## src/rtl/spi_reg_ctrl_if.sv

```systemverilog
// rtl/spi_reg_ctrl_if.sv - MOSI/MISO byte streams and register bus between SPI engine, sequencer and CSR decoder
interface spi_reg_ctrl_if #(
   parameter int ADDR_W = 7,
   parameter int DATA_W = 32
);
   logic [7:0]        s_axis_tdata;
   logic              s_axis_tvalid;
   logic              s_axis_tready;
   logic [7:0]        m_axis_tdata;
   logic              m_axis_tvalid;
   logic              m_axis_tready;
   logic [ADDR_W-1:0] bus_addr;
   logic [DATA_W-1:0] bus_wdata;
   logic              bus_we;
   logic              bus_stb;
   logic              bus_ack;
   logic [DATA_W-1:0] bus_rdata;

   // slave: the sequencer's view; master: SPI engine plus register file side
   modport slave (
      input  s_axis_tdata, s_axis_tvalid,
      output s_axis_tready,
      output m_axis_tdata, m_axis_tvalid,
      input  m_axis_tready,
      output bus_addr, bus_wdata, bus_we, bus_stb,
      input  bus_ack, bus_rdata
   );

   modport master (
      output s_axis_tdata, s_axis_tvalid,
      input  s_axis_tready,
      input  m_axis_tdata, m_axis_tvalid,
      output m_axis_tready,
      input  bus_addr, bus_wdata, bus_we, bus_stb,
      output bus_ack, bus_rdata
   );
endinterface

```

## src/rtl/spi_reg_ctrl.sv

```systemverilog
// rtl/spi_reg_ctrl.sv - SPI command/register sequencer: single/burst register reads and writes
// Optional bus ack timeout and sticky err output: SPI_REG_CTRL_BUS_TIMEOUT_EN
module spi_reg_ctrl #(
   parameter int ADDR_W  = 7,
   parameter int DATA_W  = 32,
   parameter int TIMEOUT = 255
) (
   input  logic          clk,
   input  logic          rst,
   input  logic          cs,
   spi_reg_ctrl_if.slave io,
`ifdef SPI_REG_CTRL_BUS_TIMEOUT_EN
   output logic          err,
`endif
   output logic          busy
);
   localparam int NB    = DATA_W / 8;
   localparam int CNT_W = (NB > 1) ? $clog2(NB) : 1;

   if (DATA_W % 8 != 0 || DATA_W < 8 || ADDR_W < 1 || ADDR_W > 7 || TIMEOUT < 1) begin : g_bad_params
      $error("spi_reg_ctrl: unsupported parameter set");
   end

   typedef enum logic [2:0] {
      S_CMD,
      S_WDATA,
      S_WBUS,
      S_RBUS,
      S_RPUSH
   } state_t;

   state_t            state;
   state_t            state_nxt;
   logic              cs_meta;
   logic              cs_sync;
   logic [CNT_W-1:0]  cnt;
   logic              abort;
   logic [ADDR_W-1:0] addr_q;
   logic [DATA_W-1:0] wdata_q;
   logic [DATA_W-1:0] wdata_nxt;
   logic [DATA_W-1:0] rshift;
   logic              s_ready;
   logic              m_valid;
   logic              stb;
   logic              we;
   logic              s_hs;
   logic              m_hs;
   logic              last_byte;
   logic              bus_ev;
   logic              timed_out;

   assign s_hs      = s_ready && io.s_axis_tvalid;
   assign m_hs      = m_valid && io.m_axis_tready;
   assign last_byte = (cnt == CNT_W'(NB - 1));
   assign bus_ev    = io.bus_ack || timed_out;

   if (NB > 1) begin : g_wshift
      assign wdata_nxt = {wdata_q[DATA_W-9:0], io.s_axis_tdata};
   end else begin : g_wbyte
      assign wdata_nxt = io.s_axis_tdata;
   end

`ifdef SPI_REG_CTRL_BUS_TIMEOUT_EN
   localparam int TO_W = $clog2(TIMEOUT + 1);
   logic [TO_W-1:0] to_cnt;

   assign timed_out = stb && !io.bus_ack && (to_cnt == TO_W'(TIMEOUT - 1));

   always_ff @(posedge clk) begin
      if (rst) begin
         to_cnt <= '0;
      end else if (stb && !bus_ev) begin
         to_cnt <= to_cnt + 1'b1;
      end else begin
         to_cnt <= '0;
      end
   end

   // err survives until software issues its next command
   always_ff @(posedge clk) begin
      if (rst) begin
         err <= 1'b0;
      end else if (timed_out) begin
         err <= 1'b1;
      end else if (state == S_CMD && s_hs) begin
         err <= 1'b0;
      end
   end
`else
   assign timed_out = 1'b0;
`endif

   // cs idles high, so the synchroniser resets to the deselected level
   always_ff @(posedge clk) begin
      if (rst) begin
         cs_meta <= 1'b1;
         cs_sync <= 1'b1;
      end else begin
         cs_meta <= cs;
         cs_sync <= cs_meta;
      end
   end

   always_ff @(posedge clk) begin
      if (rst) begin
         state <= S_CMD;
      end else begin
         state <= state_nxt;
      end
   end

   always_comb begin
      state_nxt = state;
      s_ready   = 1'b0;
      m_valid   = 1'b0;
      stb       = 1'b0;
      we        = 1'b0;
      case (state)
         S_CMD: begin
            s_ready = !cs_sync;
            if (!cs_sync && io.s_axis_tvalid) begin
               state_nxt = io.s_axis_tdata[7] ? S_RBUS : S_WDATA;
            end
         end
         S_WDATA: begin
            s_ready = !cs_sync;
            if (cs_sync) begin
               state_nxt = S_CMD;
            end else if (io.s_axis_tvalid && last_byte) begin
               state_nxt = S_WBUS;
            end
         end
         S_WBUS: begin
            stb = 1'b1;
            we  = 1'b1;
            if (bus_ev) begin
               state_nxt = (abort || cs_sync) ? S_CMD : S_WDATA;
            end
         end
         // after a deselect the next command's bytes must wait for CMD
         S_RBUS: begin
            stb     = 1'b1;
            s_ready = !cs_sync && !abort;
            if (bus_ev) begin
               state_nxt = (abort || cs_sync) ? S_CMD : S_RPUSH;
            end
         end
         S_RPUSH: begin
            s_ready = !cs_sync;
            m_valid = !cs_sync;
            if (cs_sync) begin
               state_nxt = S_CMD;
            end else if (io.m_axis_tready && last_byte) begin
               state_nxt = S_RBUS;
            end
         end
         default: state_nxt = S_CMD;
      endcase
   end

   always_ff @(posedge clk) begin
      if (rst) begin
         cnt     <= '0;
         abort   <= 1'b0;
         addr_q  <= '0;
         wdata_q <= '0;
         rshift  <= '0;
      end else begin
         case (state)
            S_CMD: begin
               cnt   <= '0;
               abort <= 1'b0;
               if (s_hs) begin
                  addr_q <= io.s_axis_tdata[ADDR_W-1:0];
               end
            end
            S_WDATA: begin
               if (cs_sync) begin
                  cnt <= '0;
               end else if (s_hs) begin
                  wdata_q <= wdata_nxt;
                  cnt     <= last_byte ? '0 : cnt + 1'b1;
               end
            end
            // a started bus cycle always completes; deselect only marks it for discard
            S_WBUS, S_RBUS: begin
               cnt <= '0;
               if (cs_sync) begin
                  abort <= 1'b1;
               end
               if (bus_ev) begin
                  addr_q <= addr_q + 1'b1;
                  if (state == S_RBUS) begin
                     rshift <= timed_out ? '1 : io.bus_rdata;
                  end
               end
            end
            S_RPUSH: begin
               if (cs_sync) begin
                  cnt <= '0;
               end else if (m_hs) begin
                  rshift <= rshift << 8;
                  cnt    <= last_byte ? '0 : cnt + 1'b1;
               end
            end
            default: ;
         endcase
      end
   end

   assign io.s_axis_tready = s_ready;
   assign io.m_axis_tvalid = m_valid;
   assign io.m_axis_tdata  = rshift[DATA_W-1 -: 8];
   assign io.bus_addr      = addr_q;
   assign io.bus_wdata     = wdata_q;
   assign io.bus_we        = we;
   assign io.bus_stb       = stb;
   assign busy             = (state != S_CMD);
endmodule

```

## src/flat_wrapper.sv

```systemverilog
// flat-port wrapper written by rule: the top's interface ports become plain ports
module spi_reg_ctrl_flat 
#(
   parameter int ADDR_W  = 7,
   parameter int DATA_W  = 32,
   parameter int TIMEOUT = 255
)
  (clk, rst, cs, busy, io_s_axis_tdata, io_s_axis_tvalid, io_s_axis_tready, io_m_axis_tdata, io_m_axis_tvalid, io_m_axis_tready, io_bus_addr, io_bus_wdata, io_bus_we, io_bus_stb, io_bus_ack, io_bus_rdata);
  spi_reg_ctrl_if #(.ADDR_W(ADDR_W), .DATA_W(DATA_W)) io_i ();
  input  logic clk;
  input  logic rst;
  input  logic cs;
  output logic busy;
  input wire logic [$bits(io_i.s_axis_tdata)-1:0] io_s_axis_tdata;
  input wire logic [$bits(io_i.s_axis_tvalid)-1:0] io_s_axis_tvalid;
  output wire logic [$bits(io_i.s_axis_tready)-1:0] io_s_axis_tready;
  output wire logic [$bits(io_i.m_axis_tdata)-1:0] io_m_axis_tdata;
  output wire logic [$bits(io_i.m_axis_tvalid)-1:0] io_m_axis_tvalid;
  input wire logic [$bits(io_i.m_axis_tready)-1:0] io_m_axis_tready;
  output wire logic [$bits(io_i.bus_addr)-1:0] io_bus_addr;
  output wire logic [$bits(io_i.bus_wdata)-1:0] io_bus_wdata;
  output wire logic [$bits(io_i.bus_we)-1:0] io_bus_we;
  output wire logic [$bits(io_i.bus_stb)-1:0] io_bus_stb;
  input wire logic [$bits(io_i.bus_ack)-1:0] io_bus_ack;
  input wire logic [$bits(io_i.bus_rdata)-1:0] io_bus_rdata;
  assign io_i.s_axis_tdata = io_s_axis_tdata;
  assign io_i.s_axis_tvalid = io_s_axis_tvalid;
  assign io_s_axis_tready = io_i.s_axis_tready;
  assign io_m_axis_tdata = io_i.m_axis_tdata;
  assign io_m_axis_tvalid = io_i.m_axis_tvalid;
  assign io_i.m_axis_tready = io_m_axis_tready;
  assign io_bus_addr = io_i.bus_addr;
  assign io_bus_wdata = io_i.bus_wdata;
  assign io_bus_we = io_i.bus_we;
  assign io_bus_stb = io_i.bus_stb;
  assign io_i.bus_ack = io_bus_ack;
  assign io_i.bus_rdata = io_bus_rdata;
  spi_reg_ctrl #(.ADDR_W(ADDR_W), .DATA_W(DATA_W), .TIMEOUT(TIMEOUT)) u_core (.clk(clk), .rst(rst), .cs(cs), .io(io_i), .busy(busy));
endmodule
```

## config.mk

```make
export PLATFORM = sky130hd
export DESIGN_NAME = spi_reg_ctrl_flat
export DESIGN_NICKNAME = d
export VERILOG_FILES = /design/src/rtl/spi_reg_ctrl_if.sv /design/src/rtl/spi_reg_ctrl.sv /design/src/flat_wrapper.sv
export SDC_FILE = /design/constraint.sdc
export NUM_CORES = 1
export LEC_CHECK = 0
export ABC_AREA = 1
export CAP_MARGIN = 10
export CORE_UTILIZATION = 25
export CTS_BUF_LIST = sky130_fd_sc_hd__clkbuf_4
export CTS_CLUSTER_DIAMETER = 120
export CTS_CLUSTER_SIZE = 12
export DETAILED_ROUTE_END_ITERATION = 16
export PLACE_DENSITY_LB_ADDON = 0.08
export SYNTH_ARGS = -nofsm -noshare
export SYNTH_HDL_FRONTEND = slang
export SYNTH_SLANG_ARGS = --single-unit
export TNS_END_PERCENT = 30
```

## constraint.sdc

```tcl
create_clock -name clk -period 1.6 [get_ports clk]
set_input_delay 0.24 -clock clk [delete_from_list [all_inputs] [get_ports clk]]
set_output_delay 0.24 -clock clk [all_outputs]
set_load 0.02 [all_outputs]
```

==> flow_metrics.py, run 1 <==
metrics = {
    "placement": {
        "io_buffers": 97,
        "routabilityCongestion": 0.821,
        "dp_hpwl_um": 8450,
        "dpl.cell_count": 801,
        "detailedPlace.worstSlack_ns": -0.0738,
    },
    "sta": {
        "tns_ns": 0,
        "hold-worst-slack_ns": 0.347,
        "final_min_period_ns": 1.60,
        "worst_slack_ns": 0.00392,
        "finClkSkew_ns": 0.0132,
        "worst_slew_pin_slew_ns": 0.317,
        "finalSetupViolations": 0,
        "maxSlewViolCount": 0,
        "rsz0062_at_grt": "true",
        "timing.max_slew.rel_slack": 0.789,
        "fmax_mhz": 627,
        "final_hold_fails": 0,
        "post-route-period-util": 0.998,
    },
    "floorplan": {
        "die_area_sq_um": 15300,
        "floorplan.rows": 44,
        "dieHeight_um": 124,
        "design.portCount": 98,
        "start_util": 0.255,
        "design.core.area_sq_um": 14500,
        "chipWidth_um": 124,
    },
    "yosys": {
        "yosysSeqAreaShare": 0.426,
        "netlist-cell-type-count": 25,
        "synth_largest_type_area_fraction": 0.426,
        "ys_ff_latch": 79,
        "syn_avg_cell_area_sq_um": 7.02,
        "synth-warning-count": 0,
        "syn_area_sq_um": 3710,
        "synth.net_count": 577,
        "post_synthesis_instance_total": 529,
        "synthTopCellsByArea": "sky130_fd_sc_hd__dfxtp_1, sky130_fd_sc_hd__nand2_1, sky130_fd_sc_hd__nor2_1",
        "synth_largest_area_cell": "sky130_fd_sc_hd__dfxtp_1",
    },
    "global_route": {
        "overflow": 0,
        "grt_pass1_wl_um": 18500,
        "grt_antenna_before_repair": 0,
        "grt_use_total": 0.160,
        "via_count_of_the_first_global_routing_pass": 3541,
        "grt_max_degree": 33,
    },
    "run": {
        "cap_viol_max_count": 0,
    },
    "detailed_routing": {
        "detail_route.vias_per_cell": 4.64,
        "avgRoutedWirePerCell_um": 14.5,
        "wirelength_um": 11900,
        "remaining_drc_errors": 0,
        "detailedRoute.firstIterationViolations": 317,
        "via_count": 3817,
        "antenna_left": 0,
        "first_drt_pass_iteration_count": 4,
    },
    "pwr": {
        "vdd_ir_drop_max_uv": 500,
        "power-per-cell-area_nw_per_um2": 1090,
        "power.leakage_nw": 2.33,
    },
    "clocking": {
        "tritoncts": "built",
        "cts.hold.buffers_added": 0,
        "cts_buffers": 9,
        "cts.clk_slew.worst_paths_ns": 0.14,
        "clock_latency_ns": 0.46,
        "clock_sinks": 79,
        "cts-htree-levels": 3,
        "clockRootBuffer": "sky130_fd_sc_hd__clkbuf_4",
        "clockBufferDepth": 2,
    },
    "setup_path": {
        "crit_chain": "buf_4, nor2_8, nand2_2, nand2_4, buf_6",
        "timing.critical_path.max_delay_family": "flip-flops",
        "critical_path_required_ns": 1.36,
        "setup.worst_path.start_class": "flip-flop",
        "timing.critical_path.fanout_max": 4,
        "crit_buf_inv": 2,
        "worst-endpoint-arrival_ns": 1.36,
        "critical_path_class": "reg -> out",
        "critical_path.endpoint_type": "output pin",
        "library_cell_contributing_the_largest_single_delay_on_the_critical_path": "sky130_fd_sc_hd__dfxtp_2",
        "max_stage_delay_ns": 0.37,
    },
    "final_layout": {
        "antennaDiodeCount": 0,
        "nNetsFinal": 681,
        "final_layout_size_suffix_gt1_frac": 0.149,
        "area_growth_syn_to_layout_pct": 40.3,
        "final_core_utilization": 0.358,
        "fin_cells": 822,
    },
    "min_path": {
        "worstHoldPathType": "in -> reg",
    },
    "outcome": {
        "outcome": "finished, final reports clean",
    },
}
## cell usage after synthesis
| cell type | count |
|---|---|
| sky130_fd_sc_hd__nand3b_4 | 1 |
| sky130_fd_sc_hd__nand4_1 | 32 |
| sky130_fd_sc_hd__o21ai_1 | 3 |
| sky130_fd_sc_hd__nand2_1 | 139 |
| sky130_fd_sc_hd__a21oi_1 | 51 |
| sky130_fd_sc_hd__or2_2 | 2 |
| sky130_fd_sc_hd__nor2_1 | 74 |
| sky130_fd_sc_hd__inv_1 | 13 |
| sky130_fd_sc_hd__nor2_8 | 1 |
| sky130_fd_sc_hd__buf_6 | 4 |
| sky130_fd_sc_hd__ha_1 | 2 |
| sky130_fd_sc_hd__nor2_4 | 2 |
| sky130_fd_sc_hd__dfxtp_1 | 79 |
| sky130_fd_sc_hd__buf_1 | 1 |
| sky130_fd_sc_hd__nor3_1 | 1 |
| sky130_fd_sc_hd__nand3_4 | 1 |
| sky130_fd_sc_hd__nand3_2 | 1 |
| sky130_fd_sc_hd__nand2_4 | 1 |
| sky130_fd_sc_hd__nand3_1 | 45 |
| sky130_fd_sc_hd__inv_2 | 4 |
| sky130_fd_sc_hd__o21ai_0 | 29 |
| sky130_fd_sc_hd__clkbuf_1 | 14 |
| sky130_fd_sc_hd__nand2_2 | 3 |
| sky130_fd_sc_hd__buf_2 | 13 |
| sky130_fd_sc_hd__buf_4 | 13 |
## layer usage
metal | global-route usage | up-vias | part of all wire
met2 | 0.237 | 89 | 0.44
met4 | 0.0452 | 0 | 0.011
li1 | - | 1956 | -
met1 | 0.224 | 1762 | 0.50
met5 | 0 | - | 0
met3 | 0.0444 | 10 | 0.055
## worst register-to-register path, stage by stage, from the launching register on
cell and delay [ns]:
sky130_fd_sc_hd__dfxtp_2 0.37, sky130_fd_sc_hd__buf_6 0.15, sky130_fd_sc_hd__inv_1 0.13, sky130_fd_sc_hd__nand3_4 0.11
sky130_fd_sc_hd__nor2_4 0.16, sky130_fd_sc_hd__buf_4 0.14, sky130_fd_sc_hd__clkbuf_16 0.13, sky130_fd_sc_hd__buf_4 0.10
sky130_fd_sc_hd__nor2_1 0.03, sky130_fd_sc_hd__nand2_1 0.05, sky130_fd_sc_hd__nand2_1 0.04, sky130_fd_sc_hd__nor2_1 0.09
## per-stage QoR
step	area, sq um	power, mW
floorplan	3710	3.52
global placement	4990	4.37
detailed placement	4990	4.37
CTS	5120	5.70
global route	5210	6.11
finish	5210	5.69
## power by group
part           total (mW)  leakage (nW)  switching (mW)  internal, mW
clock                1.25        0.0704           0.774         0.478
sequential           2.32         0.641           0.160          2.15
combinational        2.12          1.62            1.25         0.868
total                5.69          2.33            2.18          3.50
## cells by family after synthesis
group,synth area share
flip-flops,0.426
adder cells (fa/ha/maj),0.00674
buffers and inverters,0.0883
AND/OR/NAND/NOR,0.367
AO/OA/AOI/OAI,0.112
## flip-flops by register name (all words and copies together), names as in the netlist
| name | flops |
|---|---|
| u_core.rshift | 32 |
| u_core.cs_sync | 1 |
| u_core.cnt | 2 |
| u_core.cs_meta | 1 |
| u_core.state | 3 |
| u_core.io.bus_wdata | 32 |
| u_core.abort | 1 |
| u_core.io.bus_addr | 7 |
## area by class of cell
cell class	instances	area, sq um
multi-input cells	388	1850
inverters	17	73.8
clock inverters	7	71.3
repair buffers	138	1320
clock buffers	9	67.6
well taps	184	230
fillers	1596	9330
flip-flops and latches	79	1590
## worst paths after layout
| path | endpoint | cells after the start | start | slack (ns) |
|---|---|---|---|---|
| worst max-delay path | io_s_axis_tready | 5 | u_core.state[2]$_SDFFE_PP0P_ | 0.004 |
| worst min-delay path | u_core.cs_meta$_SDFF_PP1_ | 2 | cs | 0.35 |
| worst max register to register | u_core.state[1]$_SDFFE_PP0P_ | 11 | u_core.state[2]$_SDFFE_PP0P_ | 0.06 |
| worst min register to register | u_core.cs_sync$_SDFF_PP1_ | 1 | u_core.cs_meta$_SDFF_PP1_ | 0.44 |
## what timing repair did
item	in CTS	in global routing
setup endpoints to repair	84	53
gates cloned	0	1
gates resized for setup	93	14
setup buffers	1	3
pin swaps	1	6
## placed cells by master (no fill, tap or decap), drive strengths merged
master,n
clkbuf,11
clkinvlp,2
buf,45
or2,2
nand4,32
nor3,1
nand2,143
nor2,77
clkdlybuf4s50,45
nand3,47
nand3b,1
a21oi,51
o21ai,32
dlygate4sd2,46
clkinv,2
inv,19
bufinv,1
dfxtp,79
ha,2
(Power assumes the default switching activity.)
==> inputs of run 2 (changes only) <==
==> constraint.sdc (replaced) <==
create_clock -name clk -period 1.4 [get_ports clk]
set_input_delay 0.21 -clock clk [delete_from_list [all_inputs] [get_ports clk]]
set_output_delay 0.21 -clock clk [all_outputs]
set_load 0.02 [all_outputs]
==> flow_metrics.py, run 2 (synthesis results as in run 1) <==
metrics = {
    "clocking": {
        "cts_buffers": 9,
        "clockRootBuffer": "sky130_fd_sc_hd__clkbuf_4",
        "cts-htree-levels": 3,
        "tritoncts": "built",
        "clock_sinks": 79,
        "cts.hold.buffers_added": 0,
        "clock_latency_ns": 0.45,
        "cts.clk_slew.worst_paths_ns": 0.12,
        "clockBufferDepth": 2,
    },
    "floorplan": {
        "design.portCount": 98,
        "dieHeight_um": 124,
        "design.core.area_sq_um": 14500,
        "floorplan.rows": 44,
        "chipWidth_um": 124,
        "start_util": 0.255,
        "die_area_sq_um": 15300,
    },
    "global_route": {
        "grt_pass1_wl_um": 18800,
        "grt_max_degree": 35,
        "grt_use_total": 0.159,
        "overflow": 0,
        "grt_antenna_before_repair": 0,
        "via_count_of_the_first_global_routing_pass": 3775,
    },
    "final_layout": {
        "postLayoutCellArea_sq_um": 5670,
        "mostFrequentLayoutCells": "sky130_fd_sc_hd__nand2_1, sky130_fd_sc_hd__dfxtp_1, sky130_fd_sc_hd__a21oi_1",
        "area_growth_syn_to_layout_pct": 52.7,
        "antennaDiodeCount": 0,
        "fin_cells": 843,
        "final_layout_size_suffix_gt1_frac": 0.319,
        "nNetsFinal": 702,
        "most_common_cell_after_layout_fill_and_taps_aside": "sky130_fd_sc_hd__nand2_1",
        "num-fill-cells": 1575,
    },
    "setup_path": {
        "critical_path_required_ns": 1.19,
        "crit_buf_inv": 3,
        "setup.worst_path.start_class": "flip-flop",
        "critical_path.endpoint_type": "output pin",
        "critical_path_class": "reg -> out",
        "worstReg2RegStart": "u_core.state[1]$_SDFFE_PP0P_",
        "crit_chain": "buf_6, nor2_4, nand3_4, inv_4, buf_6",
        "rr_worst_depth": 11,
        "library_cell_contributing_the_largest_single_delay_on_the_critical_path": "sky130_fd_sc_hd__dfxtp_4",
        "crit-reg2reg-capture": "u_core.rshift[31]$_SDFFE_PP0P_",
        "timing.critical_path.max_delay_family": "flip-flops",
        "crit_top_cell": "sky130_fd_sc_hd__buf_6",
        "worst-endpoint-arrival_ns": 1.34,
        "timing.critical_path.fanout_max": 4,
        "max_stage_delay_ns": 0.38,
        "reg2reg_setup_slack_ns": -0.15,
    },
    "sta": {
        "fmax_mhz": 644,
        "finClkSkew_ns": 0.0180,
        "finalSetupViolations": 73,
        "post-route-period-util": 1.11,
        "final_min_period_ns": 1.55,
        "maxSlewViolCount": 0,
        "worst_slew_pin_slew_ns": 0.261,
        "final_hold_fails": 0,
        "hold-worst-slack_ns": 0.327,
        "worst_slack_ns": -0.153,
        "tns_ns": -7.56,
        "timing.max_slew.rel_slack": 0.826,
        "rsz0062_at_grt": "true",
    },
    "placement": {
        "io_buffers": 97,
        "dpl.cell_count": 810,
        "dp_hpwl_um": 8230,
        "place_area_sq_um": 5060,
        "detailedPlace.worstSlack_ns": -0.272,
        "routabilityCongestion": 0.865,
    },
    "detailed_routing": {
        "detail_route.vias_per_cell": 4.65,
        "via_count": 3918,
        "detailedRoute.firstIterationViolations": 221,
        "remaining_drc_errors": 0,
        "first_drt_pass_iteration_count": 4,
        "avgRoutedWirePerCell_um": 14.8,
        "wirelength_um": 12500,
        "antenna_left": 0,
    },
    "pwr": {
        "power.leakage_nw": 2.35,
        "vdd_ir_drop_max_uv": 735,
        "power-per-cell-area_nw_per_um2": 1220,
    },
    "min_path": {
        "hold_worst_path_end": "u_core.cs_meta$_SDFF_PP1_",
        "worstHoldPathCells": 2,
        "worstHoldStart": "cs",
        "worstHoldPathType": "in -> reg",
    },
    "run": {
        "cap_viol_max_count": 0,
    },
    "outcome": {
        "outcome": "finished, violations left",
        "violations_in_the_final_reports": "negative setup slack",
    },
}
run 2: cell count changes in the layout (fill, tap and decap cells not counted), sizes merged:
cell / delta
dlygate4sd2: -46
inv: -3
clkdlybuf4s15: +22
clkbuf: +23
buf: +23
clkinv: +2
run 2: metal layers:
| metal | vias to the layer above | track usage | wire length, um |
|---|---|---|---|
| met1 | 1834 | 0.200 | 5790 |
| met5 | - | 0 | 0 |
| met2 | 81 | 0.267 | 6010 |
| li1 | 1995 | - | - |
| met3 | 8 | 0.0435 | 548 |
| met4 | 0 | 0.0369 | 113 |
run 2: how the worst max path moves through the flow:
| stage | startpoint | endpoint | slack [ns] | cells past startpoint |
|---|---|---|---|---|
| CTS | u_core.state[1]$_SDFFE_PP0P_ | busy | -0.24 | 6 |
| floorplan | u_core.state[0]$_SDFFE_PP0P_ | u_core.rshift[24]$_SDFFE_PP0P_ | -0.02 | 10 |
| finish | u_core.state[1]$_SDFFE_PP0P_ | io_m_axis_tvalid | -0.15 | 5 |
| detailed placement | u_core.state[0]$_SDFFE_PP0P_ | io_s_axis_tready | -0.27 | 5 |
| global route | u_core.state[1]$_SDFFE_PP0P_ | io_m_axis_tvalid | -0.27 | 5 |
| global placement | u_core.state[0]$_SDFFE_PP0P_ | io_s_axis_tready | -0.26 | 5 |
run 2: metrics by stage:
stage                     utilization  total power [mW]
after floorplan                     -              4.03
after detailed placement        0.348              5.00
final                           0.390              6.91
after CTS                       0.370              6.62
after global routing            0.390              7.39
after global placement          0.348              5.02
run 2: cell type report:
type                    count  area [sq um]  area share
repair buffers            159          1570       0.277
clock inverters             6          61.3      0.0108
multi-input cells         388          2030       0.359
well taps                 184           230      0.0406
clock buffers              10          75.1      0.0132
flip-flops and latches     79          1610       0.284
inverters                  17          91.3      0.0161
run 2: report_power, final:
part           internal, mW  switching, mW  leakage, nW
logic                  1.27           1.60         1.63
clock network         0.556          0.833       0.0677
registers              2.47          0.169        0.646
run 2: what timing repair did:
action	CTS	global route
resized for setup	185	107
endpoints found under the setup margin	128	116
cloned	0	6
pin swaps	6	15
setup buffers	4	8
==> inputs of run 3 (changes only) <==
--- a/config.mk
+++ b/config.mk
@@ -6,6 +6,7 @@
 export NUM_CORES = 1
 export LEC_CHECK = 0
 export ABC_AREA = 1
+export ABC_CLOCK_PERIOD_IN_PS = 1400
 export CAP_MARGIN = 10
 export CORE_UTILIZATION = 25
 export CTS_BUF_LIST = sky130_fd_sc_hd__clkbuf_4
@@ -13,6 +14,8 @@
 export CTS_CLUSTER_SIZE = 12
 export DETAILED_ROUTE_END_ITERATION = 16
 export PLACE_DENSITY_LB_ADDON = 0.08
+export SKIP_CTS_REPAIR_TIMING = 1
+export SLEW_MARGIN = 20
 export SYNTH_ARGS = -nofsm -noshare
 export SYNTH_HDL_FRONTEND = slang
 export SYNTH_SLANG_ARGS = --single-unit
==> flow_metrics.py, run 3 (synthesis results as in run 1) <==
metrics = {
    "global_route": {
        "via_count_of_the_first_global_routing_pass": 3737,
        "overflow": 0,
        "grt_use_total": 0.157,
        "grt_max_degree": 35,
        "grt_pass1_wl_um": 18500,
        "grt_antenna_before_repair": 0,
    },
    "clocking": {
        "clock_latency_ns": 0.45,
        "cts-htree-levels": 3,
        "clockRootBuffer": "sky130_fd_sc_hd__clkbuf_4",
        "cts.clk_slew.worst_paths_ns": 0.12,
        "clock_sinks": 79,
        "tritoncts": "built",
        "clockBufferDepth": 2,
        "cts_buffers": 9,
    },
    "detailed_routing": {
        "avgRoutedWirePerCell_um": 14.6,
        "remaining_drc_errors": 0,
        "first_drt_pass_iteration_count": 5,
        "via_count": 3950,
        "wirelength_um": 12200,
        "detail_route.vias_per_cell": 4.72,
        "antenna_left": 0,
        "detailedRoute.firstIterationViolations": 174,
    },
    "final_layout": {
        "most_common_cell_after_layout_fill_and_taps_aside": "sky130_fd_sc_hd__nand2_1",
        "antennaDiodeCount": 0,
        "multi_input_area_sq_um": 2030,
        "area_growth_syn_to_layout_pct": 53.3,
        "nNetsFinal": 696,
        "final_layout_size_suffix_gt1_frac": 0.257,
        "seqCellArea_sq_um": 1590,
        "fin_cells": 837,
        "mostFrequentLayoutCells": "sky130_fd_sc_hd__nand2_1, sky130_fd_sc_hd__dfxtp_1, sky130_fd_sc_hd__nor2_1",
        "final_core_utilization": 0.392,
        "num-fill-cells": 1560,
    },
    "sta": {
        "maxSlewViolCount": 0,
        "finalSetupViolations": 50,
        "fmax_mhz": 623,
        "rsz0062_at_grt": "true",
        "worst_slack_ns": -0.206,
        "timing.max_slew.rel_slack": 0.798,
        "finClkSkew_ns": 0.0172,
        "worst_slew_pin_slew_ns": 0.303,
        "final_hold_fails": 0,
        "final_min_period_ns": 1.61,
        "post-route-period-util": 1.15,
    },
    "floorplan": {
        "design.portCount": 98,
        "chipWidth_um": 124,
        "design.core.area_sq_um": 14500,
        "die_area_sq_um": 15300,
        "start_util": 0.255,
        "floorplan.rows": 44,
        "dieHeight_um": 124,
    },
    "setup_path": {
        "worst-endpoint-arrival_ns": 1.40,
        "setup.worst_path.start_class": "flip-flop",
        "critical_path.endpoint_type": "output pin",
        "critical_path_class": "reg -> out",
        "critical_path_required_ns": 1.19,
        "timing.critical_path.max_delay_family": "flip-flops",
        "timing.critical_path.fanout_max": 3,
        "library_cell_contributing_the_largest_single_delay_on_the_critical_path": "sky130_fd_sc_hd__dfxtp_2",
        "max_stage_delay_ns": 0.36,
        "crit_buf_inv": 2,
        "crit_chain": "buf_4, nor2_8, nand2_2, nand2_4, buf_2",
    },
    "pwr": {
        "power.leakage_nw": 2.95,
        "total_power_mw": 6.79,
        "power-per-cell-area_nw_per_um2": 1190,
        "vdd_ir_drop_max_uv": 677,
    },
    "run": {
        "cap_viol_max_count": 0,
    },
    "placement": {
        "io_buffers": 97,
        "routabilityCongestion": 0.865,
        "dpl.cell_count": 810,
        "dp_hpwl_um": 8230,
    },
    "outcome": {
        "violations_in_the_final_reports": "negative setup slack",
        "outcome": "finished, violations left",
    },
    "min_path": {
        "worstHoldPathType": "in -> reg",
    },
}
[run 3: cell count changes in the layout (fill, tap and decap cells not counted), moves of 5 or more]
| cell | before | now |
|---|---|---|
| sky130_fd_sc_hd__a21oi_1 | 49 | 40 |
| sky130_fd_sc_hd__a21oi_2 | 2 | 11 |
| sky130_fd_sc_hd__buf_2 | 6 | 1 |
| sky130_fd_sc_hd__clkbuf_2 | 21 | 9 |
| sky130_fd_sc_hd__clkdlybuf4s15_2 | 18 | 0 |
| sky130_fd_sc_hd__dfxtp_1 | 65 | 74 |
| sky130_fd_sc_hd__dfxtp_2 | 10 | 3 |
| sky130_fd_sc_hd__dlymetal6s2s_1 | 0 | 38 |
| sky130_fd_sc_hd__nand2_1 | 120 | 112 |
| sky130_fd_sc_hd__nand2_2 | 16 | 24 |
| sky130_fd_sc_hd__nor2_1 | 45 | 56 |
| sky130_fd_sc_hd__nor2_2 | 21 | 14 |
[run 3: final timing paths]
path	from	endpoint	slack [ns]	depth (start not counted)
worst max-delay path	u_core.state[2]$_SDFFE_PP0P_	io_s_axis_tready	-0.21	5
worst min-delay path	cs	u_core.cs_meta$_SDFF_PP1_	0.32	2
worst max register to register	u_core.state[1]$_SDFFE_PP0P_	u_core.io.bus_wdata[7]$_SDFFE_PP0P_	-0.17	9
worst min register to register	u_core.cs_meta$_SDFF_PP1_	u_core.cs_sync$_SDFF_PP1_	0.42	1
[run 3: routing by layer]
metal  track usage  up-vias  routed length, um
met5             0        -                  0
met4        0.0407        0                125
met3        0.0462       10                673
met1         0.198     1847               5550
met2         0.260      107               5840
li1              -     1986                  -
[run 3: layout make-up]
cell class | count | share of cell area
Multi-Input combinational cell | 388 | 0.357
Clock inverter | 6 | 0.0108
Sequential cell | 79 | 0.280
Tap cell | 184 | 0.0404
Timing Repair Buffer | 153 | 0.284
Inverter | 17 | 0.0143
Clock buffer | 10 | 0.0132
[run 3: where the power goes]
part           switching (mW)  total [mW]  internal, mW
sequential              0.165        2.63          2.47
clock                   0.840        1.40         0.555
combinational            1.55        2.76          1.21
total                    2.56        6.79          4.23
[run 3: metrics by stage]
stage	hold WS, ns	setup TNS, ns	worst slack (ns)	area, sq um
floorplan	0.314	-0.627	-0.0190	3720
detailed placement	0.401	-10.37	-0.272	5060
global placement	0.393	-9.41	-0.261	5060
finish	0.319	-5.92	-0.206	5690
CTS	0.281	-28.77	-0.809	5200
global route	0.313	-13.27	-0.328	5690
